$ cat src/rtl/pipe_hazard_ctrl_pkg.sv
// Shared types and constants for the pipeline hazard controller.
// Contents: NoC wait state encoding, forward-select codes, register-compare helper.
package pipe_hazard_ctrl_pkg;

  localparam int REG_W = 5;

  typedef enum logic [1:0] {
    IDLE      = 2'd0,
    SEND_WAIT = 2'd1,
    RECV_WAIT = 2'd2
  } noc_state_e;

  localparam logic [1:0] FWD_RF  = 2'b00;
  localparam logic [1:0] FWD_MEM = 2'b10;
  localparam logic [1:0] FWD_WB  = 2'b01;

  // $0 is hard-wired, so it never creates a dependency
  function automatic logic reg_hit(input logic [REG_W-1:0] a, input logic [REG_W-1:0] b);
    return (a != '0) && (a == b);
  endfunction

endpackage

$ cat src/rtl/pipe_hazard_ctrl_noc_wait_fsm.sv
// NoC send/receive back-pressure tracker; raises noc_stall while a handshake is pending.
// With NOC_TIMEOUT_EN defined, a wait lasting TIMEOUT_CYC cycles aborts with a noc_timeout pulse.
//
//   state     | meaning
//   IDLE      | no NoC transfer outstanding
//   SEND_WAIT | send issued, waiting for noc_ready
//   RECV_WAIT | receive issued, waiting for noc_valid
module pipe_hazard_ctrl_noc_wait_fsm
  import pipe_hazard_ctrl_pkg::*;
#(
  parameter int TIMEOUT_CYC = 256
) (
  input  logic clk,
  input  logic rst,
  input  logic proc_valid_E,
  input  logic proc_ready_in_E,
  input  logic noc_ready,
  input  logic noc_valid,
  output logic noc_stall,
  output logic noc_timeout
);

  noc_state_e state;
  logic send_req, recv_req, waiting, expire;

  assign send_req = proc_valid_E && !noc_ready;
  assign recv_req = proc_ready_in_E && !noc_valid;

  always_comb begin
    waiting = 1'b0;
    case (state)
      IDLE:      waiting = send_req || recv_req;
      SEND_WAIT: waiting = !noc_ready;
      RECV_WAIT: waiting = !noc_valid;
      default:   waiting = 1'b0;
    endcase
  end

`ifdef NOC_TIMEOUT_EN
  localparam int TMR_W = $clog2(TIMEOUT_CYC + 1);
  logic [TMR_W-1:0] timer;

  assign expire = (state != IDLE) && waiting && (timer == TMR_W'(TIMEOUT_CYC - 1));

  always_ff @(posedge clk or negedge rst) begin
    if (!rst)               timer <= '0;
    else if (state == IDLE) timer <= '0;
    else                    timer <= timer + TMR_W'(1);
  end
`else
  localparam int unused_timeout_cyc = TIMEOUT_CYC;
  assign expire = 1'b0;
`endif

  assign noc_stall   = waiting && !expire;
  assign noc_timeout = expire;

  always_ff @(posedge clk or negedge rst) begin
    if (!rst) begin
      state <= IDLE;
    end else if (expire) begin
      state <= IDLE;
    end else begin
      case (state)
        IDLE: begin
          if (send_req)      state <= SEND_WAIT;
          else if (recv_req) state <= RECV_WAIT;
        end
        SEND_WAIT: if (noc_ready) state <= recv_req ? RECV_WAIT : IDLE;
        RECV_WAIT: if (noc_valid) state <= IDLE;
        default:   state <= IDLE;
      endcase
    end
  end

endmodule

$ cat src/rtl/pipe_hazard_ctrl.sv
// Hazard controller for the 5-stage core: load-use interlock, branch/jump flush,
// NoC back-pressure stalls and registered EX forwarding selects. Optional: NOC_TIMEOUT_EN.
module pipe_hazard_ctrl
  import pipe_hazard_ctrl_pkg::*;
#(
  parameter int TIMEOUT_CYC = 256,
  parameter int CNT_W       = 16
) (
  input  logic             clk,
  input  logic             rst,
  input  logic [REG_W-1:0] Rs_D,
  input  logic [REG_W-1:0] Rt_D,
  input  logic [REG_W-1:0] Radd_E,
  input  logic             RegW_enable_E,
  input  logic             Mem_Read_E,
  input  logic [REG_W-1:0] Radd_M,
  input  logic             RegW_enable_M,
  input  logic             branch_taken_E,
  input  logic             Jump_E,
  input  logic             proc_valid_E,
  input  logic             proc_ready_in_E,
  input  logic             noc_ready,
  input  logic             noc_valid,
  output logic             stall_F,
  output logic             stall_D,
  output logic             stall_E,
  output logic             flush_D,
  output logic             flush_E,
  output logic [1:0]       fwdA_E,
  output logic [1:0]       fwdB_E,
  output logic             noc_timeout,
  output logic [CNT_W-1:0] stall_cnt
);

  logic noc_stall, noc_abort, lu, redirect;
  logic stall_fd, stall_ex, flush_ifid, flush_idex;
  logic [1:0] fwd_a_next, fwd_b_next;

  pipe_hazard_ctrl_noc_wait_fsm #(.TIMEOUT_CYC(TIMEOUT_CYC)) u_noc_wait (
    .clk             (clk),
    .rst             (rst),
    .proc_valid_E    (proc_valid_E),
    .proc_ready_in_E (proc_ready_in_E),
    .noc_ready       (noc_ready),
    .noc_valid       (noc_valid),
    .noc_stall       (noc_stall),
    .noc_timeout     (noc_abort)
  );

  assign redirect = branch_taken_E || Jump_E;
  assign lu = Mem_Read_E && RegW_enable_E &&
              (reg_hit(Radd_E, Rs_D) || reg_hit(Radd_E, Rt_D));

  // NoC stall dominates; an aborted NoC instruction is bubbled out of EX
  always_comb begin
    stall_fd   = 1'b0;
    stall_ex   = 1'b0;
    flush_ifid = 1'b0;
    flush_idex = 1'b0;
    if (noc_stall) begin
      stall_fd = 1'b1;
      stall_ex = 1'b1;
    end else if (noc_abort) begin
      flush_idex = 1'b1;
      flush_ifid = redirect;
    end else if (redirect) begin
      flush_ifid = 1'b1;
      flush_idex = 1'b1;
    end else if (lu) begin
      stall_fd   = 1'b1;
      flush_idex = 1'b1;
    end
  end

  always_comb begin
    fwd_a_next = FWD_RF;
    fwd_b_next = FWD_RF;
    if (RegW_enable_E && reg_hit(Radd_E, Rs_D))      fwd_a_next = FWD_MEM;
    else if (RegW_enable_M && reg_hit(Radd_M, Rs_D)) fwd_a_next = FWD_WB;
    if (RegW_enable_E && reg_hit(Radd_E, Rt_D))      fwd_b_next = FWD_MEM;
    else if (RegW_enable_M && reg_hit(Radd_M, Rt_D)) fwd_b_next = FWD_WB;
  end

  always_ff @(posedge clk or negedge rst) begin
    if (!rst) begin
      fwdA_E    <= FWD_RF;
      fwdB_E    <= FWD_RF;
      stall_cnt <= '0;
    end else begin
      if (flush_idex) begin
        fwdA_E <= FWD_RF;
        fwdB_E <= FWD_RF;
      end else if (!stall_ex) begin
        fwdA_E <= fwd_a_next;
        fwdB_E <= fwd_b_next;
      end
      if (stall_fd && (stall_cnt != '1)) stall_cnt <= stall_cnt + CNT_W'(1);
    end
  end

  assign stall_F     = rst & stall_fd;
  assign stall_D     = rst & stall_fd;
  assign stall_E     = rst & stall_ex;
  assign flush_D     = rst & flush_ifid;
  assign flush_E     = rst & flush_idex;
  assign noc_timeout = rst & noc_abort;

endmodule

$ cat config.mk
export PLATFORM = sky130hd
export DESIGN_NAME = pipe_hazard_ctrl
export DESIGN_NICKNAME = d
export VERILOG_FILES = /design/src/rtl/pipe_hazard_ctrl_pkg.sv /design/src/rtl/pipe_hazard_ctrl_noc_wait_fsm.sv /design/src/rtl/pipe_hazard_ctrl.sv
export SDC_FILE = /design/constraint.sdc
export NUM_CORES = 1
export LEC_CHECK = 0
export BUFFER_PORTS_ARGS = -buffer_cell sky130_fd_sc_hd__buf_2
export CAP_MARGIN = 10
export CORE_AREA = 2 2 50 75
export CTS_CLUSTER_DIAMETER = 30
export DETAILED_ROUTE_END_ITERATION = 8
export DIE_AREA = 0 0 52 77
export PLACE_DENSITY_LB_ADDON = 0.12
export RECOVER_POWER = 100
export SLEW_MARGIN = 10
export SYNTH_ARGS = -nofsm -noshare
export SYNTH_HDL_FRONTEND = slang
export SYNTH_SLANG_ARGS = --single-unit
$ cat constraint.sdc
create_clock -name clk -period 1.75 [get_ports clk]
set_input_delay 0.175 -clock clk [delete_from_list [all_inputs] [get_ports clk]]
set_output_delay 0.175 -clock clk [all_outputs]
set_load 0.005 [all_outputs]
## After elaboration in Yosys (flattened, before gate mapping)

Cells that the tools add are included.

- Output and inout port bits: 26
- Input port bits: 31
- Word-level logic and storage cells: 65
- Flip-flop bits (word level): 22

- Equality and inequality tests: 11
- Bitwise logic cells: 4
- Multiplexer cells: 23
- Reduce and logical (&&, ||, !) cells: 22
- $add $sub $neg: 1

Operator list:

| kind | count |
|---|---|
| $mux W2 | 11 |
| $eq A5 B5 Y1 | 4 |
| $add A16 B1 Y16 const B | 1 |
| $ne A16 B16 Y1 const B | 1 |
| $logic_and A1 B1 Y1 | 13 |
| $mux W1 | 10 |
| $reduce_bool A5 Y1 | 2 |
| $pmux W2 S3 | 1 |
| $and A1 B1 Y1 | 4 |
| $ne A2 B2 Y1 const B | 2 |
| $logic_or A1 B1 Y1 | 3 |
| $ne A3 B1 Y1 const B | 1 |
| $pmux W1 S3 | 1 |
| $reduce_and A3 Y1 | 1 |
| $eq A2 B1 Y1 const B | 1 |
| $eq A2 B2 Y1 const B | 1 |
| $logic_not A1 Y1 | 2 |
| $logic_not A2 Y1 | 1 |
| $ne A2 B1 Y1 const B | 1 |

## Logic depth before layout (Yosys ltp)

- Word-level depth: 8
- Depth in mapped cells: 9
- Gate-level depth less buffers: 7

## Hierarchy

A second synthesis with hierarchy kept.

- Cells, all modules: 139
- Area total of the unflattened synthesis: 1451.4 um^2

Modules (own cells, without submodules):

| module | area an instance (um^2) | cells an instance | instances |
|---|---|---|---|
| pipe_hazard_ctrl | 1335.0 | 126 | 1 |
| pipe_hazard_ctrl_noc_wait_fsm | 116.4 | 13 | 1 |

## Worst setup path after synthesis

Ideal clock, no wire load.

- Path type: register -> register
- From: register stall_cnt[0]
- To: register stall_cnt[1]
- Data arrival time: 1758 ps
- Slack: -135 ps
- Stages on the path, launching flop included: 8
- Setup time: 127 ps
- Cell sequence: dfrtp_1 > ha_1 > and4_1 > buf_2 > nand3_1 > and2_1 > a31o_4 > mux2_1

- Word-level cells in the longest chain between the ends: 2
- Elaborated cells on any way between the ends: 3
- Classes of those cells: add/sub (1); eq/ne (1); reduce/logical (1)

Ends and longest elaborated chain:

| item | line | RTL |
|---|---|---|
| start, declared | pipe_hazard_ctrl.sv:32 | `output logic [CNT_W-1:0] stall_cnt` |
| start signal, assigned | pipe_hazard_ctrl.sv:97 | `if (stall_fd && (stall_cnt != '1)) stall_cnt <= stall_cnt + CNT_W'(1);` |
| parallel branches: the longest is 2 deep, another holds $add A16 B1 Y16 | n/a |  |

Several ways; the timed one is not identified.
A chain may end at the register's enable or synchronous reset.

## Final worst setup path

- From: register stall_cnt[2]
- To: register stall_cnt[1]

- Word-level cells in the longest chain between the ends: 2

Ends and longest elaborated chain:

| item | line |
|---|---|
| $ne A16 B16 Y1 | pipe_hazard_ctrl.sv:97 |
| $logic_and A1 B1 Y1 | pipe_hazard_ctrl.sv:97 |

No other way between the ends.

==> impl_metrics.toml <==
[critical_path]
start_kind = "flop"
cp_data_arrival_time_ns = 1.90
critPathKind = "reg2reg"
worst_r2r_path_depth = 6
worst-path-max-fanout = 14
crit_path_end_kind = "flop"
timing.critical_path.required_ns = 1.90

[route]
highest_layer = "met4"
detail_route.wirelength.met1_um = 1350
ant_nets = 0
wl_per_cell_um = 14.0
wl_met2_um = 2160
drt-total-wl_um = 3830
drt_first_iter_violations = 21
route.vias.total = 1400
detailroute.wirelength.met3_um = 197
detail_route.first_pass.iterations = 4
drc = 0
vias_per_cell = 5.13

[clock_network]
clkSinkCount = 22
cts_buffers = 3
tritoncts = "built"
worstSkewPairLatency_ns = 0.26
cts.clk_slew.worst_paths_ns = 0.08
clk_path_buf_depth = 2
cts-htree-levels = 1
root_buffer = "sky130_fd_sc_hd__clkbuf_8"

[yosys]
yosysUniqueCellTypes = 36
synth-warning-count = 0
post-synth-top-count-cell = "sky130_fd_sc_hd__xnor2_1"
synthesis.area_um2 = 1380
yosys-top-cells-count = "sky130_fd_sc_hd__xnor2_1, sky130_fd_sc_hd__dfrtp_1, sky130_fd_sc_hd__xor2_1"
multiplexer_share_of_the_synthesized_area_pct = 1.54
largest_family_of_logic_cells_by_synthesized_area = "simple AND/OR/NAND/NOR gates"
synth_compound_gate_area_share_pct = 8.43
sequential_area_share_after_synthesis_pct = 39.9
synth-async-reset-ratio_pct = 100
syn_avg_cell_area_um2 = 9.79
synth-seq-cells = 22
leading_area_contributor_after_synthesis = "sky130_fd_sc_hd__dfrtp_1"
netlist_top_cells_area = "sky130_fd_sc_hd__dfrtp_1, sky130_fd_sc_hd__xnor2_1, sky130_fd_sc_hd__xor2_1"
synth_fa_ha_area_share_pct = 0.907
synthCells = 141
number_of_enable_type_register_cells_in_the_synthesized_netlist = 0
synthSimpleGateAreaFrac_pct = 23.8
ys.flop_type = "sky130_fd_sc_hd__dfrtp_1"
postSynthNetCount = 173
yosysTopAreaCellShare_pct = 39.9
synth-xor-area-share_pct = 21.6

[layout]
postLayoutCoreUtil_pct = 62.5
num-fill-cells = 290
antenna_cells_inserted = 0
final_nets = 264
synthToLayoutAreaGrowth_pct = 51.7
drive_gt1_share_pct = 51.1

[place]
place.port_buffers = 55
detailedPlacementHpwl_um = 2980
gp_congestion = 0.830
place_ws_ns = -0.171

[global_routing]
first_global_vias = 1452
antenna_found_initial = 0
grt_first_pass_wirelength_um = 6070
globalRouteOverflowTotal = 0
global_routing_usage_summed_across_all_routing_layers_pct = 20.0
grt_start_max_net_pins = 22

[sta]
report.final.setup_viol = 0
timing.final.ws_setup_ns = 0.00798
grt_setup_unrepaired = "true"
final_cycle_share_pct = 99.5
whs_ns = 0.0802
skew_ns = 0.00483
fin_tns_setup_ns = 0
period_needed_ns = 1.74
achievable-frequency_ghz = 0.574
timing.final.hold_violations = 0
drv_slew = 0

[power_and_ir_drop]
final_total_power_mw = 1.83
ir_drop_mv = 0.454
power_density_nw_per_um2 = 872
power.static_leakage_nw = 1.01

[min_path]
worstHoldPathType = "in2reg"
hold_path_depth = 2

[outcome]
run_status = "complete, no violations"

[die]
die_h_um = 77
initial_utilization_pct = 41.2
die-width_um = 52
fp.coreArea_um2 = 3350
fp.dieArea_um2 = 4000
fp-row-count = 26
io_pins = 57

[job]
maxCapViolations = 0
state kept, by name (all words and copies together) (netlist names):
register and flops:
fwdA_E 2, fwdB_E 2, stall_cnt 16, u_noc_wait.state 2
final timing paths:
check | from | endpoint | slack [ns]
hold reg to reg | fwdA_E[1] | fwdA_E[1] | 0.48
setup reg to reg | stall_cnt[2] | stall_cnt[1] | 0.008
hold / removal | noc_valid | u_noc_wait.state[1] | 0.08
setup / recovery | stall_cnt[2] | stall_cnt[1] | 0.008
min in group asynchronous | rst | fwdB_E[1] | 0.25
max in group asynchronous | rst | stall_cnt[11] | 1.02
power breakdown:
part           leakage [nW]  switching, mW  total [mW]  internal [mW]
logic                 0.689          0.317       0.716          0.399
clock network        0.0357          0.165       0.471          0.305
registers             0.289         0.0524       0.639          0.586
repair_timing:
| action | in CTS | in global routing |
|---|---|---|
| setup buffers | 3 | 4 |
| pin swaps | 1 | 5 |
| gates resized for setup | 8 | 7 |
| hold buffers | 1 | 0 |
| hold endpoints to repair | 14 | 0 |
| endpoints found under the setup margin | 9 | 10 |
per-stage QoR:
| step | cell area [um^2] | std cells |
|---|---|---|
| 2_1_floorplan | 1400 | 141 |
| 3_3_place_gp | 1900 | 261 |
| 3_5_place_dp | 1900 | 261 |
| 4_1_cts | 2040 | 269 |
| 5_1_grt | 2090 | 273 |
| 6_report | 2090 | 273 |
cell type report:
class                   count  area, um^2  share of cell area, %
multi-input cells         110         837                   40.0
flip-flops and latches     22         551                   26.3
clock buffers               3        41.3                   1.97
inverters                   3        11.3                  0.538
repair buffers             92         571                   27.3
clock inverters             1        30.0                   1.43
well taps                  42        52.6                   2.51
worst max-delay path, cell delays in order, from the launching register on:
cell and delay [ns]:
sky130_fd_sc_hd__dfrtp_1 0.37, sky130_fd_sc_hd__and3_4 0.20, sky130_fd_sc_hd__and4_4 0.26, sky130_fd_sc_hd__nand3_2 0.09
sky130_fd_sc_hd__and2_4 0.14, sky130_fd_sc_hd__a31o_4 0.27, sky130_fd_sc_hd__mux2_4 0.30
metal layers:
metal,global-route usage (%),up-vias
met2,37.0,58
met1,20.3,660
met3,2.53,10
met5,0,-
met4,10.8,0
li1,-,672
cell usage in the layout (no fill, tap or decap), drive strengths merged, types with 3 or more instances in the layout:
| cell type | Yosys | routed |
|---|---|---|
| dfrtp | 22 | 22 |
| nand2 | 9 | 9 |
| xnor2 | 23 | 23 |
| inv | 3 | 3 |
| buf | 4 | 91 |
| nand3 | 11 | 11 |
| nand4 | 8 | 8 |
| and3 | 5 | 5 |
| nor3 | 5 | 5 |
| o21ai | 7 | 7 |
| xor2 | 11 | 11 |
| nor2 | 7 | 7 |
| clkbuf | 2 | 3 |
kinds of logic (layout without fill, tap and decap cells):
group	Yosys count	after routing
AO/OA/AOI/OAI	15	15
XOR/XNOR	34	34
adder cells (fa/ha/maj)	1	1
buffers and inverters	9	99
flip-flops	22	22
multiplexers	2	2
other	1	1
AND/OR/NAND/NOR	57	57
Power figures use the tool's default switching activity.
